===== src/rtl/pipeline_stage_buffer.sv =====
// Parametrised inter-stage pipeline register: payload, valid and sticky side-band
// under shared-stall control, with saturating bubble and hold counters.
module pipeline_stage_buffer #(
  parameter int unsigned              PAYLOAD_WIDTH = 64,
  parameter int unsigned              STICKY_WIDTH  = 1,
  parameter int unsigned              STALL_WIDTH   = 6,
  parameter int unsigned              STAGE         = 2,
  parameter logic [PAYLOAD_WIDTH-1:0] BUBBLE_VALUE  = '0,
  parameter int unsigned              COUNT_WIDTH   = 16
) (
  input  logic                     clock,
  input  logic                     reset,
  input  logic [STALL_WIDTH-1:0]   stall,
  input  logic                     flush,
  input  logic                     clear_counters,
  input  logic [PAYLOAD_WIDTH-1:0] in_payload,
  input  logic                     in_valid,
  input  logic [STICKY_WIDTH-1:0]  in_sticky,
  output logic [PAYLOAD_WIDTH-1:0] out_payload,
  output logic                     out_valid,
  output logic [STICKY_WIDTH-1:0]  out_sticky,
  output logic [COUNT_WIDTH-1:0]   bubble_count,
  output logic [COUNT_WIDTH-1:0]   hold_count
);

  typedef enum logic [1:0] {
    ActAdvance,
    ActBubble,
    ActHold,
    ActFlush
  } action_e;

  logic                     up;
  logic                     dn;
  action_e                  action;

  logic [PAYLOAD_WIDTH-1:0] payload_q, payload_d;
  logic                     valid_q, valid_d;
  logic [STICKY_WIDTH-1:0]  sticky_q, sticky_d;
  logic [COUNT_WIDTH-1:0]   bubble_count_q, bubble_count_d;
  logic [COUNT_WIDTH-1:0]   hold_count_q, hold_count_d;

  // Only this stage's pair of stall bits matters; the rest of the vector is ignored.
  logic unused_stall;
  assign unused_stall = ^stall;

  assign up = stall[STAGE];
  assign dn = stall[STAGE+1];

  // up=0/dn=1 never comes from the stall controller and falls through to advance.
  always_comb begin
    action = ActAdvance;
    if (flush) begin
      action = ActFlush;
    end else if (up && !dn) begin
      action = ActBubble;
    end else if (up && dn) begin
      action = ActHold;
    end
  end

  always_comb begin
    payload_d = payload_q;
    valid_d   = valid_q;
    sticky_d  = sticky_q;
    unique case (action)
      ActFlush: begin
        payload_d = BUBBLE_VALUE;
        valid_d   = 1'b0;
        sticky_d  = '0;
      end
      ActBubble: begin
        // Sticky survives the bubble so the delay-slot flag is not lost.
        payload_d = BUBBLE_VALUE;
        valid_d   = 1'b0;
      end
      ActHold: begin
      end
      ActAdvance: begin
        payload_d = in_payload;
        valid_d   = in_valid;
        sticky_d  = in_sticky;
      end
      default: begin
      end
    endcase
  end

  always_comb begin
    bubble_count_d = bubble_count_q;
    hold_count_d   = hold_count_q;
    if (clear_counters) begin
      bubble_count_d = '0;
      hold_count_d   = '0;
    end else begin
      if (action == ActBubble && !(&bubble_count_q)) begin
        bubble_count_d = bubble_count_q + COUNT_WIDTH'(1);
      end
      if (action == ActHold && !(&hold_count_q)) begin
        hold_count_d = hold_count_q + COUNT_WIDTH'(1);
      end
    end
  end

  always_ff @(posedge clock) begin
    if (reset) begin
      payload_q      <= BUBBLE_VALUE;
      valid_q        <= 1'b0;
      sticky_q       <= '0;
      bubble_count_q <= '0;
      hold_count_q   <= '0;
    end else begin
      payload_q      <= payload_d;
      valid_q        <= valid_d;
      sticky_q       <= sticky_d;
      bubble_count_q <= bubble_count_d;
      hold_count_q   <= hold_count_d;
    end
  end

  assign out_payload  = payload_q;
  assign out_valid    = valid_q;
  assign out_sticky   = sticky_q;
  assign bubble_count = bubble_count_q;
  assign hold_count   = hold_count_q;

endmodule


===== config.mk =====
export PLATFORM = sky130hd
export DESIGN_NAME = pipeline_stage_buffer
export DESIGN_NICKNAME = d
export VERILOG_FILES = /design/src/rtl/pipeline_stage_buffer.sv
export SDC_FILE = /design/constraint.sdc
export NUM_CORES = 1
export LEC_CHECK = 0
export CAP_MARGIN = 20
export CORE_AREA = 2 2 117 119
export CTS_CLUSTER_SIZE = 16
export DETAILED_ROUTE_END_ITERATION = 12
export DIE_AREA = 0 0 119 121
export GPL_TIMING_DRIVEN = 0
export SYNTH_ARGS = -nofsm -noshare
export SYNTH_HDL_FRONTEND = slang
export SYNTH_SLANG_ARGS = --single-unit

===== constraint.sdc =====
create_clock -name clock -period 2.77 [get_ports clock]
set_clock_uncertainty 0.1 [all_clocks]
set_input_delay 0.277 -clock clock [delete_from_list [all_inputs] [get_ports clock]]
set_output_delay 0.277 -clock clock [all_outputs]
set_load 0.02 [all_outputs]

==> reports/metrics.cfg, run 1 <==
[synth]
syn_inst = 427
syn_area_um2 = 3842
synth_top_area_share_pct = 51.06
ys_seq_area_share_pct = 51.06
ys_top_cells_by_area = dfxtp_1 51%, a22oi_1 13%, nor2_1 7.7%, clkbuf_1 2.5%, a21oi_1 2.1%
yosysUniqueCellTypes = 38
ys.flop_type = dfxtp_1
ys_ff_latch = 98
avgSynthCellArea_um2 = 8.999
synth_warnings = 0
synth_fp_nets = 509
synth_edf_count = 0
async_reset_ff_share_pct = 0
yosysTopAreaCell = dfxtp_1

[die]
rows = 42
start_util_pct = 29.37
fp.dieW_um = 119
pin_count = 174
die-height_um = 121
core-area_um2 = 13090
fp.dieArea_um2 = 14400

[layout]
post-route-util_pct = 46.48
mostFrequentLayoutCells = 168 x clkdlybuf4s50_1, 98 x dfxtp_1, 79 x nor2_1
multi_input_area_um2 = 1748
drive_above_1_share_pct = 3.279
final_nets = 688
layout_commonest_cell = clkdlybuf4s50_1
syn2layout_area_growth_pct = 58.29
fillers = 1290
antennaDiodeCount = 0
register_area_um2 = 1962
final_area_um2 = 6082

[clocking]
cts_buffer_depth = 2
cts_max_level = 3
cts_setup_buffers = 0
path_clk_slew_ns = 0.06
clk_latency_ns = 0.34
tritoncts = built
numCtsBuffers = 9
cts_root_buf = clkbuf_16
clock-sinks = 98

[timing]
max_slew_margin_pct = 54.00
finalMaxSlewViolations = 0
setup_viol = 0
finalCritPeriodShare_pct = 89.96
period_needed_ns = 2.492
rsz0062_at_grt = false
timing.fmax_mhz = 401.3
tns_ns = 0
worst_pin_slew_ns = 0.6836
hold_violations = 0

[global_route]
grt_pass1_wl_um = 19050
track_usage_pct = 16.75
globalRouteOverflowTotal = 0
antenna_found_initial = 0
grt_pass1_vias = 3798
grt_max_degree = 16

[critical_path]
startpoint = stall[3]
cpLargestDelayFamily = simple AND/OR/NAND/NOR gates
critPathSlowestCell = or4_1
max_stage_delay_ns = 0.50
crit_arrival_ns = 2.66
worstPathCellList = clkdlybuf4s50_1 -> inv_1 -> a21oi_2 -> ha_1 -> nand3_1 -> or3_1 -> buf_2 -> or4_1 -> a21oi_1
worstPathRequired_ns = 2.94
reg2reg_from = hold_count[2]
path_buf_inv = 3
crit_path_start_kind = primary input
cp_max_fo = 9
end_kind = register
worstSetupPathType = in -> reg

[drt]
via_count = 3867
vias_per_cell = 4.920
drc = 0
initialDrtViolationCount = 204
detail-route-antenna-nets = 0
routed_wl_um = 12060
first_pass_iters = 4
wl_per_cell_um = 15.34

[placement]
place.gp.congestion = 0.8406
port_buffers = 168
placed_area_um2 = 5744
hpwl_um = 8952

[power]
p_per_area_nw_per_um2 = 518.8
ir_drop_mv = 0.2200
total_power_mw = 3.156
p_leak_nw = 2.103

[min_path]
hold_path.class = in -> reg
hp-start = reset

[job]
max_cap_viol_count = 0

[run_status]
outcome = finished, final reports clean

## power by group
| part | internal (mW) | total, mW | switching, mW |
|---|---|---|---|
| sequential | 1.43 | 1.44 | 0.0131 |
| combinational | 0.157 | 0.299 | 0.142 |
| clock | 0.878 | 1.41 | 0.535 |
| total | 2.47 | 3.16 | 0.690 |
## cell type report
cell class / count / area share, %
plain buffers: 30 / 1.893
clock buffers: 10 / 3.765
clock inverters: 5 / 1.707
inverters: 6 / 0.3703
multi-input cells: 293 / 28.74
flip-flops and latches: 98 / 32.26
well taps: 176 / 3.621
repair buffers: 168 / 27.65
## synth_stat cells, types with 2 or more instances
cell	count
a211oi_1	3
a21oi_1	16
a22oi_1	65
a31oi_1	7
and2_1	3
and3_1	10
and4_1	2
buf_1	3
clkbuf_1	26
dfxtp_1	98
ha_1	6
inv_1	6
mux2i_1	6
nand2_1	21
nand3_1	8
nand4_1	9
nor2_1	79
nor2b_1	2
nor3_1	8
nor4_1	2
nor4bb_1	2
o21ai_0	11
o311ai_0	2
o31ai_1	5
o41ai_1	3
or3_1	10
or4_1	3
## flip-flops by register name (all words and copies together), names as in the netlist
signal	cells
out_payload	64
hold_count	16
bubble_count	16
out_valid	1
out_sticky	1
## per-layer routing
metal	vias to the layer above	track usage [%]	part of all wire, %
li1	1924	-	-
met1	1794	19.24	43
met2	137	27.62	46
met3	12	6.579	9.0
met4	0	7.366	1.8
met5	-	0	0
## cells by family (layout without fill, tap and decap cells)
group	Yosys count	in the layout	share of synthesized area (%)
simple gates	163	163	20.45
compound gates	117	117	21.20
flops	98	98	51.06
buf+inv	36	219	3.549
fa+ha+maj	6	6	1.954
mux	6	6	1.563
xor+xnor	1	1	0.2280
## through the flow
| step | std cells | hold WS (ns) | worst slack, ns |
|---|---|---|---|
| final | 786 | 0.3742 | 0.2780 |
| after global routing | 786 | 0.4391 | 0.1077 |
| after detailed placement | 771 | 0.3986 | -0.1862 |
| after global placement | 771 | 0.3895 | -0.1569 |
| after CTS | 786 | 0.3861 | 0.1807 |
| after floorplan | 427 | 0.3211 | 0.5882 |
## path summary, 6_finish.rpt
path | endpoint | slack [ns] | cells after the start
max | hold_count[15] | 0.28 | 9
min | bubble_count[9] | 0.37 | 3
max reg2reg | hold_count[15] | 0.72 | 5
min reg2reg | out_payload[11] | 0.41 | 2
## repair_timing
action	in CTS	in global routing
setup endpoints to repair	0	4
gates resized for setup	0	3
hold endpoints to repair	0	0
hold buffers	0	0
## worst reg2reg max path: stages (launching register included)
cell and delay (ns):
dfxtp_1 0.47, nand4_4 0.19, or3_1 0.40, buf_2 0.18, or4_1 0.50, a21oi_1 0.14
(Power assumes the default switching activity.)
==> inputs of run 2 (changes only) <==
Settings changed: ABC_CLOCK_PERIOD_IN_PS set to 2770.
==> results of run 2 <==
Final layout, timing and power as in run 1 (identical DEF).
==> inputs of run 3 (changes only) <==
Settings changed: SETUP_SLACK_MARGIN set to 0.15.
==> results of run 3 <==
The final DEF is identical to that of run 1. Status: finished, final reports clean.
==> RTL edit 1: new RTL, config.mk and constraints of run 3 <==
The parameter `PAYLOAD_WIDTH` goes from 64 to 56.
--- a/src/rtl/pipeline_stage_buffer.sv
+++ b/src/rtl/pipeline_stage_buffer.sv
@@ -1,7 +1,7 @@
 // Parametrised inter-stage pipeline register: payload, valid and sticky side-band
 // under shared-stall control, with saturating bubble and hold counters.
 module pipeline_stage_buffer #(
-  parameter int unsigned              PAYLOAD_WIDTH = 64,
+  parameter int unsigned              PAYLOAD_WIDTH = 56,
   parameter int unsigned              STICKY_WIDTH  = 1,
   parameter int unsigned              STALL_WIDTH   = 6,
   parameter int unsigned              STAGE         = 2,
Ports: changed (resized in_payload and out_payload); port bits go from 174 to 158. No check against the original RTL was run, so the function may have changed too.
==> RTL edit 1 against run 3 <==
Area after synthesis decreased by 4.9%; utilization decreased by 3.1 points; largest cell class unchanged; worst setup slack improved by 0.059 ns; final area decreased by 6.6%; critical path type unchanged; count of clock-buffer cells in the layout increased by 2; sequential cell count decreased by 8; routed wire length decreased by 7.4%; total power decreased by 14%; clock power decreased by 21%; global-route usage decreased by 0.89 points; highest routed layer unchanged; non-clock buffer count decreased by 20; synthesized cell count decreased by 3.3%.
==> RTL edit 1: results (changes against run 3) <==
| Metric | Value |
|---|---|
| 1st-iter DRT viols | `251 (was 204)` |
| Peak supply drop | `0.280 mV (was 0.220 mV)` |
| Post-DP Area | `0.00540 mm² (was 0.00574 mm²)` |
| Static Leakage | `0.00191 µW (was 0.00210 µW)` |
| Post-synth top area share | `49.3% (was 51.1%)` |
| Global-route wire length before repair | `18.4 mm (was 19.1 mm)` |
| Clk pwr share | `41.3% (was 44.8%)` |
| Number of flip-flops in the largest register | `56 (was 64)` |
| Total wire length | `11.2 mm (was 12.1 mm)` |
| Synth top cells by count | `dfxtp_1 (90), nor2_1 (66), a22oi_1 (57) (was dfxtp_1 (98), nor2_1 (79), a22oi_1 (65))` |
| Post-synthesis mux area share | `0.821% (was 1.56%)` |
| Layout cells sized above 1 | `4.14% (was 3.28%)` |
| RR Endpoint | `bubble_count[7] (was hold_count[15])` |
| Via density per instance | `4.96 (was 4.92)` |
| Final HPWL DP | `8.26 mm (was 8.95 mm)` |
| IO Port Bufs | `152 (was 168)` |
| GP Congestion | `0.768 (was 0.841)` |
| Post-Syn Area per Cell | `8.85 µm² (was 9.00 µm²)` |
| Syn Nets | `487 (was 509)` |
| Slew Limit Headroom | `46.1% (was 54.0%)` |
| Seq/Total Area, Yosys | `49.3% (was 51.1%)` |
| Compound-Gate Fraction of Synth Area | `22.1% (was 21.2%)` |
| Status | `finished, final reports clean (unchanged)` |
| # fillers | `1256 (was 1290)` |
| Unique masters post-synth | `45 (was 38)` |
| All-layer global routing usage | `15.9% (was 16.7%)` |
| Comb power frac | `9.9% (was 9.5%)` |
==> RTL edit 1: area by class of cell <==
type	count	area, µm²	area share [%]
inverter	10	37.5	0.661
multi-input combinational	288	1740	30.6
buffer	25	95.1	1.67
sequential	90	1800	31.7
timing repair buffer	153	1530	26.9
tap	176	220	3.88
clock inverter	2	15.0	0.264
clock buffer	12	246	4.34
==> RTL edit 1: per-layer routing <==
| metal | vias to the layer above | part of all wire, % | track usage, % |
|---|---|---|---|
| li1 | 1852 | - | - |
| met1 | 1746 | 42 | 19.1 |
| met2 | 140 | 46 | 24.6 |
| met3 | 14 | 9.6 | 6.44 |
| met4 | 0 | 2.3 | 7.81 |
| met5 | - | 0 | 0 |
==> RTL edit 1: critical path, cell delays in order <==
cell and delay [ns]:
clkdlybuf4s50_1 0.48, inv_1 0.04, a21oi_1 0.29, ha_1 0.31, and2_1 0.27, nand4_1 0.24
or4_1 0.55, a21oi_1 0.15
==> RTL edit 2: new RTL, flow settings as in run 3 <==
Without the edit above. Make the reset (`reset`) asynchronous in one clocked block.
--- a/src/rtl/pipeline_stage_buffer.sv
+++ b/src/rtl/pipeline_stage_buffer.sv
@@ -102,7 +102,7 @@
     end
   end
 
-  always_ff @(posedge clock) begin
+  always_ff @(posedge clock or posedge reset) begin
     if (reset) begin
       payload_q      <= BUBBLE_VALUE;
       valid_q        <= 1'b0;
Function: differs if reset is asserted again (counterexample within 4 cycles, from zero or initial values and one cycle with reset high); with reset held inactive, the same outputs for 10 cycles.
==> RTL edit 2 against run 3 <==
Sequential cell count stayed put; final cell count increased by 7.4%; area after synthesis grew 16%; critical path depth down 1; final area grew 10%; worst setup slack improved by 0.099 ns; routed wire length rose by 2.5%; sequential power increased by 4%; combinational power up 41%; total power up 1.1%; critical endpoint is now hold_count[15]; highest routed layer unchanged.
==> RTL edit 2: results (changes against run 3) <==
| Metric | Value |
|---|---|
| Worst hold path class | `input pin to asynchronous set/reset pin (was input pin to flip-flop)` |
| Status | `finished, final reports clean (unchanged)` |
| Post-Syn Area per Cell | `9.26 µm² (was 9.00 µm²)` |
| Unique masters post-synth | `45 (was 38)` |
| Nets@finish | `745 (was 688)` |
| CP max FO | `4 (was 9)` |
| Syn Nets | `564 (was 509)` |
| Static Leakage | `0.00270 µW (was 0.00210 µW)` |
| 1st-iter DRT viols | `203 (was 204)` |
| Vias in the first global route | `4127 (was 3798)` |
| Largest cells by area after synthesis | `dfrtp_1 (55%), nand2_1 (12%), o21ai_0 (8.0%), a21oi_1 (2.6%), clkbuf_1 (2.0%) (was dfxtp_1 (51%), a22oi_1 (13%), nor2_1 (7.7%), clkbuf_1 (2.5%), a21oi_1 (2.1%))` |
| Slew Limit Headroom | `62.7% (was 54.0%)` |
| Synth top cells by count | `nand2_1 (141), dfrtp_1 (98), o21ai_0 (71) (was dfxtp_1 (98), nor2_1 (79), a22oi_1 (65))` |
| Dpl ws | `-0.296 ns (was -0.186 ns)` |
| Crit path DAT | `2.52 ns (was 2.66 ns)` |
| Final HPWL DP | `9.28 mm (was 8.95 mm)` |
| Seq/Total Area, Yosys | `54.9% (was 51.1%)` |
| Largest net degree at the start of global routing | `42 (was 16)` |
| CP peak stage delay | `0.48 ns (was 0.50 ns)` |
| Final non-filler cell total | `844 (was 786)` |
| GP Congestion | `0.814 (was 0.841)` |
| Post-synthesis async set-or-reset flop share | `100% (was 0%)` |
| Global-route wire length before repair | `20.5 mm (was 19.1 mm)` |
| Slowest CP cell | `clkdlybuf4s50_1 (was or4_1)` |
| Cts repair resizes | `1 (was 0)` |
| Post CTS Setup Buffer Count | `0 (unchanged)` |
| Via density per instance | `4.89 (was 4.92)` |
| # fillers | `1226 (was 1290)` |
| Peak supply drop | `0.263 mV (was 0.220 mV)` |
| Post-DP Area | `0.00641 mm² (was 0.00574 mm²)` |
| All-layer global routing usage | `17.8% (was 16.7%)` |
| Total wire length | `12.4 mm (was 12.1 mm)` |
| Sw frac | `23.9% (was 21.9%)` |
| Primary FF master, synth | `dfrtp_1 (was dfxtp_1)` |
| Layout cells sized above 1 | `6.29% (was 3.28%)` |
| Placed cells | `828 (was 771)` |
[RTL edit 2: cell types whose count changed after synthesis, moves of 8 or more]
cell	delta
dfxtp_1	-98
nand2_1	+120
a22oi_1	-65
o21ai_0	+60
and3_1	-8
nor2_1	-65
dfrtp_1	+98
[RTL edit 2: power groups by stage]
stage	clock, µW	sequential [µW]	combinational, µW
2_1_floorplan	0	1580	121
3_3_place_gp	0	1530	416
3_5_place_dp	0	1530	426
4_1_cts	1300	1500	428
5_1_grt	1370	1510	461
6_report	1270	1500	421
[RTL edit 2: path summary, 6_finish.rpt]
path	end	startpoint	slack (ns)	depth (start not counted)
worst min register to register	out_payload[43]	out_payload[43]	0.38	2
worst max-delay path	hold_count[15]	stall[3]	0.38	8
max in group asynchronous	out_payload[11]	reset	1.78	3
worst max register to register	hold_count[1]	hold_count[0]	0.77	6
min in group clock	hold_count[13]	clear_counters	0.27	3
worst min-delay path	bubble_count[7]	reset	0.22	2
[RTL edit 2: cell type report]
class / count / area (µm²) / share of cell area (%)
tap: 176 / 220 / 3.28
clock buffer: 14 / 264 / 3.93
inverter: 8 / 33.8 / 0.503
clock inverter: 2 / 35.0 / 0.522
timing repair buffer: 170 / 1720 / 25.6
buffer: 27 / 111 / 1.66
sequential: 98 / 2450 / 36.5
multi-input combinational: 349 / 1880 / 28.0
[RTL edit 2: cells by family after synthesis]
family	share of synthesized area, %
xor+xnor	0.589
fa+ha+maj	1.68
buf+inv	3.03
compound gates	14.6
simple gates	24.2
mux	0.953
flops	54.9
[RTL edit 2: metal layers]
metal | routed length (µm) | share of wire, % | GRT usage (%)
met3 | 1060 | 8.6 | 6.81
met5 | 0 | 0 | 0
met4 | 242 | 2.0 | 6.99
met1 | 5250 | 42 | 21.6
met2 | 5810 | 47 | 28.6
